$ cat src/rtl/bubble_host_sequencer_if.sv
// Bubble host sequencer handshake/bus interface.
// Groups the sequencer's control inputs and timing outputs so the core and
// its host connect through a single port.
//   master : host side  -- drives START/MODE/PAGES, observes status/strobes
//   slave  : sequencer  -- samples START/MODE/PAGES, drives status/strobes
// Signals:
//   START    one-cycle sequence request
//   MODE     00 boot+pages, 01 boot only, 10 pages only, 11 as 00
//   PAGES    number of pages (latched on an accepted START)
//   nBSEN    bubble shift enable, active low
//   nREPEN   replicator enable, active low
//   nBOOTEN  boot loop enable, active low
//   BUSY     sequence in progress
//   DONE     one-cycle end-of-sequence pulse
//   PAGE     current/last page index
interface bubble_host_sequencer_if #(
  parameter int unsigned PAGE_W = 11
);
  logic              START;
  logic [1:0]        MODE;
  logic [PAGE_W-1:0] PAGES;
  logic              nBSEN;
  logic              nREPEN;
  logic              nBOOTEN;
  logic              BUSY;
  logic              DONE;
  logic [PAGE_W-1:0] PAGE;

  modport master (
    output START, MODE, PAGES,
    input  nBSEN, nREPEN, nBOOTEN, BUSY, DONE, PAGE
  );

  modport slave (
    input  START, MODE, PAGES,
    output nBSEN, nREPEN, nBOOTEN, BUSY, DONE, PAGE
  );
endinterface

$ cat src/rtl/bubble_host_sequencer.sv
// Bubble memory host sequencer.
// Generates the nBSEN / nREPEN / nBOOTEN timing for a boot-loop read followed
// by a number of page shifts. One timing counter, cleared on every state
// entry; every output is a register updated together with the state.
// Ports:
//   MCLK  sole clock, rising edge
//   RST   asynchronous active-high reset
//   bus   bubble_host_sequencer_if.slave (START/MODE/PAGES in,
//         nBSEN/nREPEN/nBOOTEN/BUSY/DONE/PAGE out)
// Build option:
//   BUBBLE_HOST_SEQ_LOOP_EN  when defined, FIN pulses DONE and restarts the
//                            sequence (PAGE cleared, BUSY held) until RST.
module bubble_host_sequencer #(
  parameter int unsigned CNT_W      = 24,
  parameter int unsigned PAGE_W     = 11,
  parameter int unsigned BOOT_DLY   = 25000,
  parameter int unsigned BOOT_LEN   = 2193872,
  parameter int unsigned BOOT_TAIL  = 211,
  parameter int unsigned REP_OFFSET = 19,
  parameter int unsigned REP_LOW    = 343,
  parameter int unsigned REP_HIGH   = 617,
  parameter int unsigned PAGE_GAP   = 37500,
  parameter int unsigned PAGE_LEN   = 337830
) (
  input logic                     MCLK,
  input logic                     RST,
  bubble_host_sequencer_if.slave  bus
);

  typedef enum logic [2:0] {
    S_IDLE,
    S_BOOT_DLY,
    S_BOOT_SHIFT,
    S_BOOT_TAIL,
    S_PAGE_GAP,
    S_PAGE_SHIFT,
    S_FIN
  } state_t;

  // Terminal counts (last counter value of each timed state).
  localparam logic [CNT_W-1:0] L_DLY_TC   = CNT_W'(BOOT_DLY - 1);
  localparam logic [CNT_W-1:0] L_BLEN_TC  = CNT_W'(BOOT_LEN - 1);
  localparam logic [CNT_W-1:0] L_TAIL_TC  = CNT_W'(BOOT_TAIL - 1);
  localparam logic [CNT_W-1:0] L_GAP_TC   = CNT_W'(PAGE_GAP - 1);
  localparam logic [CNT_W-1:0] L_PLEN_TC  = CNT_W'(PAGE_LEN - 1);
  localparam logic [CNT_W-1:0] L_REP_LOW  = CNT_W'(REP_LOW);
  localparam logic [CNT_W-1:0] L_REP_HIGH = CNT_W'(REP_HIGH);

  // nREPEN level and next toggle point on shift entry (counter = 0).
  localparam logic             L_REP_LVL0  = (REP_OFFSET == 0) ? 1'b0 : 1'b1;
  localparam logic [CNT_W-1:0] L_REP_EDGE0 = (REP_OFFSET == 0) ? L_REP_LOW
                                                               : CNT_W'(REP_OFFSET);

  state_t            r_state;
  logic [CNT_W-1:0]  r_cnt;
  logic [CNT_W-1:0]  r_rep_edge;  // counter value at which nREPEN next toggles
  logic              r_rep_stop;  // page shift: single pulse already issued
  logic [1:0]        r_mode;
  logic [PAGE_W-1:0] r_pages;
  logic [PAGE_W-1:0] r_page;
  logic              r_nbsen;
  logic              r_nrepen;
  logic              r_nbooten;
  logic              r_busy;
  logic              r_done;

  logic [CNT_W-1:0]  w_cnt_inc;
  logic              w_rep_hit;
  logic              w_more_pages;

  assign w_cnt_inc    = r_cnt + CNT_W'(1);
  assign w_rep_hit    = !r_rep_stop && (w_cnt_inc == r_rep_edge);
  assign w_more_pages = ({1'b0, r_page} + (PAGE_W + 1)'(1)) < {1'b0, r_pages};

  always_ff @(posedge MCLK or posedge RST) begin
    if (RST) begin
      r_state    <= S_IDLE;
      r_cnt      <= '0;
      r_rep_edge <= '0;
      r_rep_stop <= 1'b0;
      r_mode     <= '0;
      r_pages    <= '0;
      r_page     <= '0;
      r_nbsen    <= 1'b1;
      r_nrepen   <= 1'b1;
      r_nbooten  <= 1'b1;
      r_busy     <= 1'b0;
      r_done     <= 1'b0;
    end else begin
      case (r_state)
        S_IDLE: begin
          r_cnt <= '0;
          if (bus.START) begin
            r_mode  <= bus.MODE;
            r_pages <= bus.PAGES;
            r_page  <= '0;
            r_busy  <= 1'b1;
            if (bus.MODE == 2'b10) begin
              r_state <= S_PAGE_GAP;
            end else begin
              r_state   <= S_BOOT_DLY;
              r_nbooten <= 1'b0;
            end
          end
        end

        S_BOOT_DLY: begin
          if (r_cnt == L_DLY_TC) begin
            r_state    <= S_BOOT_SHIFT;
            r_cnt      <= '0;
            r_nbsen    <= 1'b0;
            r_nrepen   <= L_REP_LVL0;
            r_rep_edge <= L_REP_EDGE0;
            r_rep_stop <= 1'b0;
          end else begin
            r_cnt <= w_cnt_inc;
          end
        end

        S_BOOT_SHIFT: begin
          if (r_cnt == L_BLEN_TC) begin
            // nREPEN released with nBSEN even if a pulse is cut short.
            r_state  <= S_BOOT_TAIL;
            r_cnt    <= '0;
            r_nbsen  <= 1'b1;
            r_nrepen <= 1'b1;
          end else begin
            r_cnt <= w_cnt_inc;
            if (w_rep_hit) begin
              r_nrepen   <= ~r_nrepen;
              r_rep_edge <= r_rep_edge + (r_nrepen ? L_REP_LOW : L_REP_HIGH);
            end
          end
        end

        S_BOOT_TAIL: begin
          if (r_cnt == L_TAIL_TC) begin
            r_cnt     <= '0;
            r_nbooten <= 1'b1;
            if (r_mode == 2'b01) begin
              r_state <= S_FIN;
              r_done  <= 1'b1;
            end else begin
              r_state <= S_PAGE_GAP;
            end
          end else begin
            r_cnt <= w_cnt_inc;
          end
        end

        S_PAGE_GAP: begin
          if (r_pages == '0) begin
            r_state <= S_FIN;
            r_cnt   <= '0;
            r_done  <= 1'b1;
          end else if (r_cnt == L_GAP_TC) begin
            r_state    <= S_PAGE_SHIFT;
            r_cnt      <= '0;
            r_nbsen    <= 1'b0;
            r_nrepen   <= L_REP_LVL0;
            r_rep_edge <= L_REP_EDGE0;
            r_rep_stop <= 1'b0;
          end else begin
            r_cnt <= w_cnt_inc;
          end
        end

        S_PAGE_SHIFT: begin
          if (r_cnt == L_PLEN_TC) begin
            r_cnt    <= '0;
            r_nbsen  <= 1'b1;
            r_nrepen <= 1'b1;
            r_page   <= r_page + PAGE_W'(1);
            if (w_more_pages) begin
              r_state <= S_PAGE_GAP;
            end else begin
              r_state <= S_FIN;
              r_done  <= 1'b1;
            end
          end else begin
            r_cnt <= w_cnt_inc;
            if (w_rep_hit) begin
              r_nrepen   <= ~r_nrepen;
              r_rep_edge <= r_rep_edge + L_REP_LOW;
              // Only one pulse per page: freeze toggling once it rises.
              if (!r_nrepen) begin
                r_rep_stop <= 1'b1;
              end
            end
          end
        end

        S_FIN: begin
          r_done <= 1'b0;
          r_cnt  <= '0;
`ifdef BUBBLE_HOST_SEQ_LOOP_EN
          r_page <= '0;
          if (r_mode == 2'b10) begin
            r_state <= S_PAGE_GAP;
          end else begin
            r_state   <= S_BOOT_DLY;
            r_nbooten <= 1'b0;
          end
`else
          r_busy  <= 1'b0;
          r_state <= S_IDLE;
`endif
        end

        default: begin
          r_state <= S_IDLE;
          r_cnt   <= '0;
        end
      endcase
    end
  end

  assign bus.nBSEN   = r_nbsen;
  assign bus.nREPEN  = r_nrepen;
  assign bus.nBOOTEN = r_nbooten;
  assign bus.BUSY    = r_busy;
  assign bus.DONE    = r_done;
  assign bus.PAGE    = r_page;

endmodule

$ cat src/flat_wrapper.sv
// flat-port wrapper written by rule: the top's interface ports become plain ports
module bubble_host_sequencer_flat 
#(
  parameter int unsigned CNT_W      = 24,
  parameter int unsigned PAGE_W     = 11,
  parameter int unsigned BOOT_DLY   = 25000,
  parameter int unsigned BOOT_LEN   = 2193872,
  parameter int unsigned BOOT_TAIL  = 211,
  parameter int unsigned REP_OFFSET = 19,
  parameter int unsigned REP_LOW    = 343,
  parameter int unsigned REP_HIGH   = 617,
  parameter int unsigned PAGE_GAP   = 37500,
  parameter int unsigned PAGE_LEN   = 337830
)
  (MCLK, RST, bus_START, bus_MODE, bus_PAGES, bus_nBSEN, bus_nREPEN, bus_nBOOTEN, bus_BUSY, bus_DONE, bus_PAGE);
  bubble_host_sequencer_if #(.PAGE_W(PAGE_W)) bus_i ();
  input logic MCLK;
  input logic RST;
  input wire logic [$bits(bus_i.START)-1:0] bus_START;
  input wire logic [$bits(bus_i.MODE)-1:0] bus_MODE;
  input wire logic [$bits(bus_i.PAGES)-1:0] bus_PAGES;
  output wire logic [$bits(bus_i.nBSEN)-1:0] bus_nBSEN;
  output wire logic [$bits(bus_i.nREPEN)-1:0] bus_nREPEN;
  output wire logic [$bits(bus_i.nBOOTEN)-1:0] bus_nBOOTEN;
  output wire logic [$bits(bus_i.BUSY)-1:0] bus_BUSY;
  output wire logic [$bits(bus_i.DONE)-1:0] bus_DONE;
  output wire logic [$bits(bus_i.PAGE)-1:0] bus_PAGE;
  assign bus_i.START = bus_START;
  assign bus_i.MODE = bus_MODE;
  assign bus_i.PAGES = bus_PAGES;
  assign bus_nBSEN = bus_i.nBSEN;
  assign bus_nREPEN = bus_i.nREPEN;
  assign bus_nBOOTEN = bus_i.nBOOTEN;
  assign bus_BUSY = bus_i.BUSY;
  assign bus_DONE = bus_i.DONE;
  assign bus_PAGE = bus_i.PAGE;
  bubble_host_sequencer #(.CNT_W(CNT_W), .PAGE_W(PAGE_W), .BOOT_DLY(BOOT_DLY), .BOOT_LEN(BOOT_LEN), .BOOT_TAIL(BOOT_TAIL), .REP_OFFSET(REP_OFFSET), .REP_LOW(REP_LOW), .REP_HIGH(REP_HIGH), .PAGE_GAP(PAGE_GAP), .PAGE_LEN(PAGE_LEN)) u_core (.MCLK(MCLK), .RST(RST), .bus(bus_i));
endmodule
$ cat config.mk
export PLATFORM = sky130hd
export DESIGN_NAME = bubble_host_sequencer_flat
export DESIGN_NICKNAME = d
export VERILOG_FILES = /design/src/rtl/bubble_host_sequencer_if.sv /design/src/rtl/bubble_host_sequencer.sv /design/src/flat_wrapper.sv
export SDC_FILE = /design/constraint.sdc
export NUM_CORES = 1
export LEC_CHECK = 0
export CAP_MARGIN = 20
export CORE_MARGIN = 8
export CORE_UTILIZATION = 48
export CTS_CLUSTER_DIAMETER = 200
export DETAILED_ROUTE_END_ITERATION = 8
export MAX_ROUTING_LAYER = met4
export PLACE_DENSITY = 0.72
export SYNTH_ARGS = -nofsm -noshare
export SYNTH_HDL_FRONTEND = slang
export SYNTH_SLANG_ARGS = --single-unit
export TNS_END_PERCENT = 30
$ cat constraint.sdc
create_clock -name MCLK -period 3.8 [get_ports MCLK]
set_clock_uncertainty 0.15 [all_clocks]
set_input_delay 0.57 -clock MCLK [delete_from_list [all_inputs] [get_ports MCLK]]
set_output_delay 0.57 -clock MCLK [all_outputs]
set_load 0.02 [all_outputs]
==> impl_metrics.yaml <==
status:
  outcome: "complete, no violations"
route:
  num_vias: 5969
  via_per_inst: 6.20
  antenna_left: 0
  routedWlPerCell_um: 18.9
  drt_iter0_drc: 524
  postRouteWirelength_um: 18200
  first_pass_iters: 6
  drc: 0
timing:
  setup_viol: 0
  period_share_pct: 95.4
  period_needed_ps: 3630
  hold_violations: 0
  rsz0062_at_grt: "no"
  max_slew_margin_pct: 46.0
  tightestPinTransition_ps: 810
  final_max_slew_viol_count: 0
  tns_ps: 0
  timing.fmax_mhz: 276
min_path:
  worstHoldPathType: "flip-flop to flip-flop"
  min_path_cells: 2
  hold_start: "u_core.r_mode[0]"
  min_to: "u_core.r_mode[0]"
yosys:
  synth_flop_cell: "dfrtp_1"
  synth_top_area_share_pct: 31.3
  yosysTopAreaCell: "dfrtp_1"
  syn_area_um2: 6230
  synth_seq_cells: 81
  synthTopCellsByCount: "dfrtp_1 (78), nand2_1 (76), nor2_1 (72)"
  synth_warnings: 0
  synthTopCellsByArea: "dfrtp_1 (31%), xnor2_1 (4.9%), ha_1 (4.6%)"
  synth_area_per_cell_um2: 8.37
  seq_area_frac_synth_pct: 32.6
  synth-edff-count: 0
  synth_cell_types: 74
  synthArstFlopShare_pct: 100
  synth_nets: 785
  synth.most_common_cell: "dfrtp_1"
  syn_inst: 745
critical_path:
  cp.arrival_ps: 3750
  end_kind: "flip-flop"
  ff2ff_path_depth: 9
  worstSetupPathType: "flip-flop to flip-flop"
  start_kind: "flip-flop"
  critPathMaxFanout: 9
  r2r_slack_ps: 170
  r2r_start: "u_core.r_cnt[5]"
  r2r_end: "u_core.r_rep_edge[23]"
  crit_required_ps: 3920
global_routing:
  grt_antenna_before_repair: 0
  grt_pass1_vias: 5658
  grt_start_max_net_pins: 46
  gr-total-overflow: 0
  grt_usage_pct: 22.6
  grt_first_pass_wirelength_um: 29500
floorplanning:
  core_area_um2: 12700
  io_pins: 32
  start_util_pct: 49.2
  die_area_um2: 16900
  die_height_um: 130
  rows: 41
  die_w_um: 130
clocking:
  worstSkewPairLatency_ps: 350
  h-tree-depth: 3
  cts_buffers: 9
  cts_setup_buffers: 0
  tritoncts: "done"
  path_clk_slew_ps: 60
  clockBufferDepth: 2
  clkSinkCount: 81
  cts-root-buf: "clkbuf_16"
  cts_hold_buf: 0
pwr:
  p_leak_nw: 3.17
  p_per_area_nw_per_um2: 548
  vdd_drop_max_v: 0.000262
  fin_total_pwr_mw: 3.96
cells_and_area:
  nets: 825
  n_antenna_cell: 0
  area_delta_synth_final_pct: 15.9
  n_fill_cell: 1190
  drive_gt1_share_pct: 11.8
job:
  drv_cap: 0
placed_design:
  place_congestion: 0.980
  portBuffers: 31
  dpl.hpwl_um: 13700
[where the power goes]
part	internal, mW	total, mW	switching [mW]
logic	0.728	1.92	1.19
clock network	0.510	0.887	0.377
registers	1.02	1.15	0.134
total	2.26	3.96	1.70
[critical path: stages, from the launching register on]
cell,delay [ps]
dfrtp_1,560
nand4_2,320
nor4_4,410
mux2_2,410
or4_1,480
or4b_4,510
nor4_4,310
buf_4,180
a31oi_1,80
a21oi_1,140
[through the flow]
step | utilization (%) | setup WS (ps) | instances | hold WS [ps] | area, um2
final | 57.0 | 173 | 962 | 333 | 7230
after global routing | 57.0 | 9.44 | 962 | 371 | 7230
after floorplan | - | 257 | 745 | 287 | 6230
after CTS | 56.9 | 127 | 962 | 330 | 7210
after detailed placement | 54.6 | 149 | 946 | 314 | 6910
after global placement | 54.6 | 298 | 946 | 300 | 6910
[worst max path at each step]
stage          cells past startpoint                     to  slack [ps]             from
2_1_floorplan                     10  u_core.r_rep_edge[21]         260  u_core.r_cnt[0]
6_report                           9  u_core.r_rep_edge[23]         170  u_core.r_cnt[5]
5_1_grt                            9   u_core.r_rep_edge[2]           9  u_core.r_cnt[5]
3_3_place_gp                      11   u_core.r_rep_edge[2]         300  u_core.r_cnt[0]
3_5_place_dp                      10  u_core.r_rep_edge[23]         150  u_core.r_cnt[0]
4_1_cts                           10  u_core.r_rep_edge[23]         130  u_core.r_cnt[0]
[layout by cell type (no fill, tap or decap), drive strengths merged, types with 5 or more instances in the layout]
master         Yosys  layout
o21ai             44      44
o211a              7       7
buf               21      46
clkdlybuf4s50      0      31
o211ai             6       6
mux2               9       9
o21a               7       7
or4                8       8
xor2              13      13
a41oi             15      15
or2                6       6
nor2              72      72
xnor2             35      35
nor2b             13      13
or3               10      10
dfrtp             78      78
nor3              20      20
a211oi             6       6
nand4             17      17
o2111ai            5       5
clkbuf            27      11
nor4              21      21
a21o               9       9
nand3             34      34
inv               31      30
and2               5       5
nand2             76      76
nor4b              5       5
nand2b             6       6
a31oi             17      17
and3              20      20
a21oi             26      26
ha                23      23
[metal layers]
metal,wire (um),vias to the layer above,GRT usage (%)
met3,1080,44,3.02
li1,-,2793,-
met1,8210,2896,29.6
met2,8360,236,34.3
met4,553,0,10.1
met5,0,-,-
[cell families (layout without fill, tap and decap cells)]
group / after synthesis / count (layout) / synth area share [%]
fa+ha+maj: 24 / 24 / 4.94
mux: 11 / 11 / 1.95
compound gates: 163 / 163 / 17.8
xor+xnor: 51 / 51 / 7.83
simple gates: 335 / 335 / 29.5
flops: 81 / 81 / 32.6
buf+inv: 80 / 125 / 5.38
[area by class of cell]
| class | instances | area, um2 | share of cell area, % |
|---|---|---|---|
| clock buffer | 11 | 233 | 3.22 |
| timing repair buffer | 77 | 668 | 9.25 |
| sequential | 81 | 2030 | 28.1 |
| clock inverter | 5 | 58.8 | 0.814 |
| tap | 172 | 215 | 2.98 |
| multi-input combinational | 584 | 3900 | 53.9 |
| inverter | 32 | 121 | 1.68 |
[flip-flops by register name, indices dropped and copies added, names as in the netlist, 2 cells and up]
name and flops:
u_core.r_cnt 24, u_core.r_rep_edge 24, u_core.bus.PAGE 11, u_core.r_pages 11, u_core.r_state 3, u_core.r_mode 2
[timing repair]
| action | CTS | global route |
|---|---|---|
| gates resized for setup | 0 | 5 |
| endpoints found under the setup margin | 0 | 12 |
| hold endpoints to repair | 0 | 0 |
(Power assumes the default switching activity.)
